## config.mk

```make
export PLATFORM = sky130hd
export DESIGN_NAME = conv1_window_ctrl
export DESIGN_NICKNAME = d
export VERILOG_FILES = /design/src/rtl/conv1_window_ctrl.sv
export SDC_FILE = /design/constraint.sdc
export NUM_CORES = 1
export LEC_CHECK = 0
export CAP_MARGIN = 40
export CELL_PAD_IN_SITES_DETAIL_PLACEMENT = 1
export CELL_PAD_IN_SITES_GLOBAL_PLACEMENT = 1
export CORE_MARGIN = 2
export CORE_UTILIZATION = 43
export DETAILED_ROUTE_END_ITERATION = 6
export PLACE_DENSITY = 0.74
export SYNTH_ARGS = -nofsm -noshare
export SYNTH_HDL_FRONTEND = slang
export SYNTH_SLANG_ARGS = --single-unit
export TNS_END_PERCENT = 1
```

## constraint.sdc

```tcl
create_clock -name clk -period 2.4 [get_ports clk]
set_input_delay 0.6 -clock clk [delete_from_list [all_inputs] [get_ports clk]]
set_output_delay 0.6 -clock clk [all_outputs]
set_load 0.005 [all_outputs]
```

## src/rtl/conv1_window_ctrl.sv

```systemverilog
// rtl/conv1_window_ctrl.sv - frame sequencer and 3x3 window generator for conv1
module conv1_window_ctrl #(
   parameter int IMG_W = 28,
   parameter int IMG_H = 28,
   parameter int CNT_W = 5
) (
   input  logic clk,
   input  logic rst_n,
   input  logic start,
   input  logic pixel_in,
   input  logic valid_in,
   output logic ready_in,
   output logic pixel_0,
   output logic pixel_1,
   output logic pixel_2,
   output logic pixel_3,
   output logic pixel_4,
   output logic pixel_5,
   output logic pixel_6,
   output logic pixel_7,
   output logic pixel_8,
   output logic valid_in_buf,
   output logic busy,
   output logic frame_done
);

   typedef enum logic [1:0] {IDLE, RUN, DONE} state_t;

   localparam logic [CNT_W-1:0] LAST_COL = CNT_W'(IMG_W - 1);
   localparam logic [CNT_W-1:0] LAST_ROW = CNT_W'(IMG_H - 1);
   localparam logic [CNT_W-1:0] TWO      = CNT_W'(2);

   state_t           state, state_nxt;
   logic [CNT_W-1:0] row, col;
   logic             linebuf0 [IMG_W];
   logic             linebuf1 [IMG_W];
   logic             accept;
   logic             last_px;

   assign accept  = valid_in & ready_in;
   assign last_px = (row == LAST_ROW) && (col == LAST_COL);

   // State register
   always_ff @(posedge clk or negedge rst_n) begin
      if (!rst_n) state <= IDLE;
      else        state <= state_nxt;
   end

   // Next-state and handshake/status outputs; RUN uses valid_in directly since ready_in is 1 there
   always_comb begin
      state_nxt  = state;
      ready_in   = 1'b0;
      busy       = 1'b0;
      frame_done = 1'b0;
      case (state)
         IDLE: begin
            if (start) state_nxt = RUN;
         end
         RUN: begin
            ready_in = 1'b1;
            busy     = 1'b1;
            if (valid_in && last_px) state_nxt = DONE;
         end
         DONE: begin
            busy       = 1'b1;
            frame_done = 1'b1;
            state_nxt  = IDLE;
         end
         default: state_nxt = IDLE;
      endcase
   end

   // Raster position of the next pixel to be accepted
   always_ff @(posedge clk or negedge rst_n) begin
      if (!rst_n) begin
         row <= '0;
         col <= '0;
      end else if (accept) begin
         if (col == LAST_COL) begin
            col <= '0;
            row <= (row == LAST_ROW) ? '0 : row + CNT_W'(1);
         end else begin
            col <= col + CNT_W'(1);
         end
      end
   end

   // Line buffers: linebuf0 holds the previous row, linebuf1 the one above it
   always_ff @(posedge clk) begin
      if (accept) begin
         linebuf1[col] <= linebuf0[col];
         linebuf0[col] <= pixel_in;
      end
   end

   // Window shift register; flagged only when the full 3x3 lies inside the current row span
   always_ff @(posedge clk or negedge rst_n) begin
      if (!rst_n) begin
         valid_in_buf <= 1'b0;
         pixel_0 <= 1'b0; pixel_1 <= 1'b0; pixel_2 <= 1'b0;
         pixel_3 <= 1'b0; pixel_4 <= 1'b0; pixel_5 <= 1'b0;
         pixel_6 <= 1'b0; pixel_7 <= 1'b0; pixel_8 <= 1'b0;
      end else begin
         valid_in_buf <= accept && (row >= TWO) && (col >= TWO);
         if (accept) begin
            pixel_0 <= pixel_1; pixel_1 <= pixel_2; pixel_2 <= linebuf1[col];
            pixel_3 <= pixel_4; pixel_4 <= pixel_5; pixel_5 <= linebuf0[col];
            pixel_6 <= pixel_7; pixel_7 <= pixel_8; pixel_8 <= pixel_in;
         end
      end
   end

endmodule

```

==> flow_metrics.tcl <==
set metrics [dict create \
    portBuffers 17 \
    first_global_vias 2263 \
    synthMostInstantiatedCell "edfxtp_1" \
    synth_cell_types 40 \
    synth_edf_count 56 \
    synthCells 255 \
    post-synth-top-area-fraction_pct 49.25 \
    synth.top_cells.by_count "edfxtp_1 (56), nand2_1 (39), nor2_1 (34)" \
    htree_levels 3 \
    nets 300 \
    start_kind "register" \
    critical_path_class "reg -> out" \
    power_density_mw_per_mm2 1170 \
    crit_arrival_ps 1590 \
    ant_nets 0 \
    p_leak_nw 1.473 \
    ys_ff_latch 78 \
    hold_viol 0 \
    grt_overflow 0 \
    slew_violations 0 \
    end_kind "output pin" \
    nFillCells 789 \
    vias_per_cell 5.270 \
    drtPass1Iterations 4 \
    drive_above_1_share_pct 15.17 \
    worstHoldPathType "reg -> reg" \
    setup_viol 0 \
    synth.area.top_cells "edfxtp_1 (49%), dfrtp_1 (16%), mux4_2 (5.9%)" \
    wl_per_cell_microns 18.02 \
    grt_usage_pct 18.15 \
    insertion_delay_ps 350 \
    rsz0062_at_grt "no" \
    cts_buffer_depth 2 \
    timing.setup.tns_ps 0 \
    synth_nets 270 \
    crit_required_ps 1800 \
    initial_core_util_pct 44.19 \
    yosysSeqAreaShare_pct 65.37 \
    yosysWarnings 0 \
    pin_count 18 \
    route.detailed.drc 0 \
    fmax_mhz 456.8 \
    cts_resized 0 \
    synth_top_area_cell "edfxtp_1" \
    relSlewSlack_pct 60.96 \
    wl_mm 7.065 \
    holdBufCountCts 0 \
    n_antenna_cell 0 \
    num_vias 2066 \
    drt-initial-drc-count 79 \
    path_max_fanout 4 \
    status "finished clean" \
    setup_ws_ps 210.9 \
    finalPower_mw 4.623 \
    cts_tree "yes" \
    period_share_pct 91.21 \
    fp-row-count 32 \
    synth_area_per_cell_sq_um 13.39 \
    gp_congestion 0.8053 \
    netlist_area_sq_mm 0.003415 \
    grt_max_degree 30 \
    antenna_found_initial 0 \
    synthToLayoutAreaGrowth_pct 15.76 \
    finClkSkew_ps 13.99 \
    grt_pass1_wl_mm 11.74 \
    dp_slack_ps 47.06 \
    post_cts_buffers 0 \
    period_minus_slack_ps 2189 \
    die_h_microns 93.11 \
    synthArstFlopShare_pct 28.21 \
    regArea_sq_mm 0.002232 \
    hpwlAfterDp_mm 4.912 \
    clk_pin_slew_ps 80 \
    clockRootBuffer "clkbuf_8" \
    ir_drop_mv 0.4636 \
    dieWidth_microns 93.11 \
    multiInputGateArea_sq_mm 0.001081 \
    dieArea_sq_mm 0.008669 \
    clock_sinks 78 \
    coreArea_sq_mm 0.007727 \
    tightest_slew_ps 570.8 \
    synthFlopType "edfxtp_1" \
    numCtsBuffers 9 \
    maxCapViolations 0 \
]
==> through the flow <==
stage / hold slack (ps) / utilization (%) / area, sq um / std cells
2_1_floorplan: 304.4 / - / 3415 / 255
3_3_place_gp: 460.2 / 48.69 / 3762 / 376
3_5_place_dp: 472.3 / 48.69 / 3762 / 376
4_1_cts: 491.0 / 51.15 / 3953 / 392
5_1_grt: 525.0 / 51.15 / 3953 / 392
6_report: 484.1 / 51.15 / 3953 / 392
==> cells by family after synthesis <==
| family | count (synthesis) | synth area share, % |
|---|---|---|
| AO/OA/AOI/OAI | 25 | 4.763 |
| XOR/XNOR | 2 | 0.5131 |
| adder cells (fa/ha/maj) | 10 | 3.664 |
| buffers and inverters | 21 | 2.968 |
| flip-flops | 78 | 65.37 |
| multiplexers | 23 | 10.33 |
| AND/OR/NAND/NOR | 96 | 12.39 |
==> critical path, stage by stage, from the launching register on <==
cell	delay, ps
dfrtp_1	400
inv_1	100
ha_1	220
clkdlybuf4s50_1	520
==> area by class of cell <==
type	count	area share [%]
tap	102	3.229
inverter	9	0.8547
sequential	78	56.47
clock buffer	10	3.229
multi-input combinational	156	27.35
timing repair buffer	31	7.281
clock inverter	6	1.583
==> power by group <==
group,leakage (nW),internal (mW),switching [mW]
Sequential,0.781,1.80,0.197
Clock,0.0966,0.479,0.473
Combinational,0.596,0.767,0.911
Total,1.47,3.04,1.58
==> layer usage <==
layer	global-route usage [%]	share of wire [%]
met1	24.09	47
met2	29.83	49
met3	3.626	3.1
met4	6.618	1.4
met5	0	0
==> worst paths after layout <==
| path | slack, ps | from | cells past startpoint | to |
|---|---|---|---|---|
| min in group asynchronous | 600 | rst_n | 2 | pixel_3 |
| setup reg to reg | 230 | col[0] | 5 | linebuf1[16] |
| setup / recovery | 210 | state[1] | 3 | ready_in |
| hold / removal | 480 | pixel_3 | 2 | pixel_3 |
| hold reg to reg | 480 | pixel_3 | 2 | pixel_3 |
| max in group asynchronous | 1560 | rst_n | 2 | row[3] |
==> sequential cells by signal, summed over array words and instances, names as in the netlist <==
name,count
linebuf0,28
linebuf1,28
col,5
row,5
state,2
pixel_0,1
pixel_1,1
pixel_2,1
pixel_3,1
pixel_4,1
pixel_5,1
pixel_6,1
pixel_7,1
pixel_8,1
valid_in_buf,1
==> layout by cell type (no fill, tap or decap), drive strengths merged <==
| cell type | synthesis | final |
|---|---|---|
| a2111oi | 1 | 1 |
| a21oi | 2 | 2 |
| a311oi | 1 | 1 |
| a31o | 1 | 1 |
| a31oi | 1 | 1 |
| and2 | 1 | 1 |
| and3b | 1 | 1 |
| and4b | 1 | 1 |
| buf | 7 | 14 |
| bufinv | 0 | 1 |
| clkbuf | 5 | 10 |
| clkdlybuf4s50 | 0 | 17 |
| clkinv | 1 | 4 |
| clkinvlp | 0 | 1 |
| dfrtp | 22 | 22 |
| edfxtp | 56 | 56 |
| ha | 10 | 10 |
| inv | 8 | 9 |
| mux2 | 5 | 5 |
| mux2i | 9 | 9 |
| mux4 | 9 | 9 |
| nand2 | 39 | 39 |
| nand3 | 7 | 7 |
| nand3b | 4 | 4 |
| nand4 | 1 | 1 |
| nor2 | 34 | 34 |
| nor2b | 2 | 2 |
| nor3 | 1 | 1 |
| o2111ai | 1 | 1 |
| o21a | 2 | 2 |
| o21ai | 12 | 12 |
| o221ai | 1 | 1 |
| o22ai | 2 | 2 |
| o32ai | 1 | 1 |
| or3 | 3 | 3 |
| or3b | 1 | 1 |
| or4 | 1 | 1 |
| xnor2 | 1 | 1 |
| xor2 | 1 | 1 |
No activity file was read; power rests on OpenSTA's default activity.
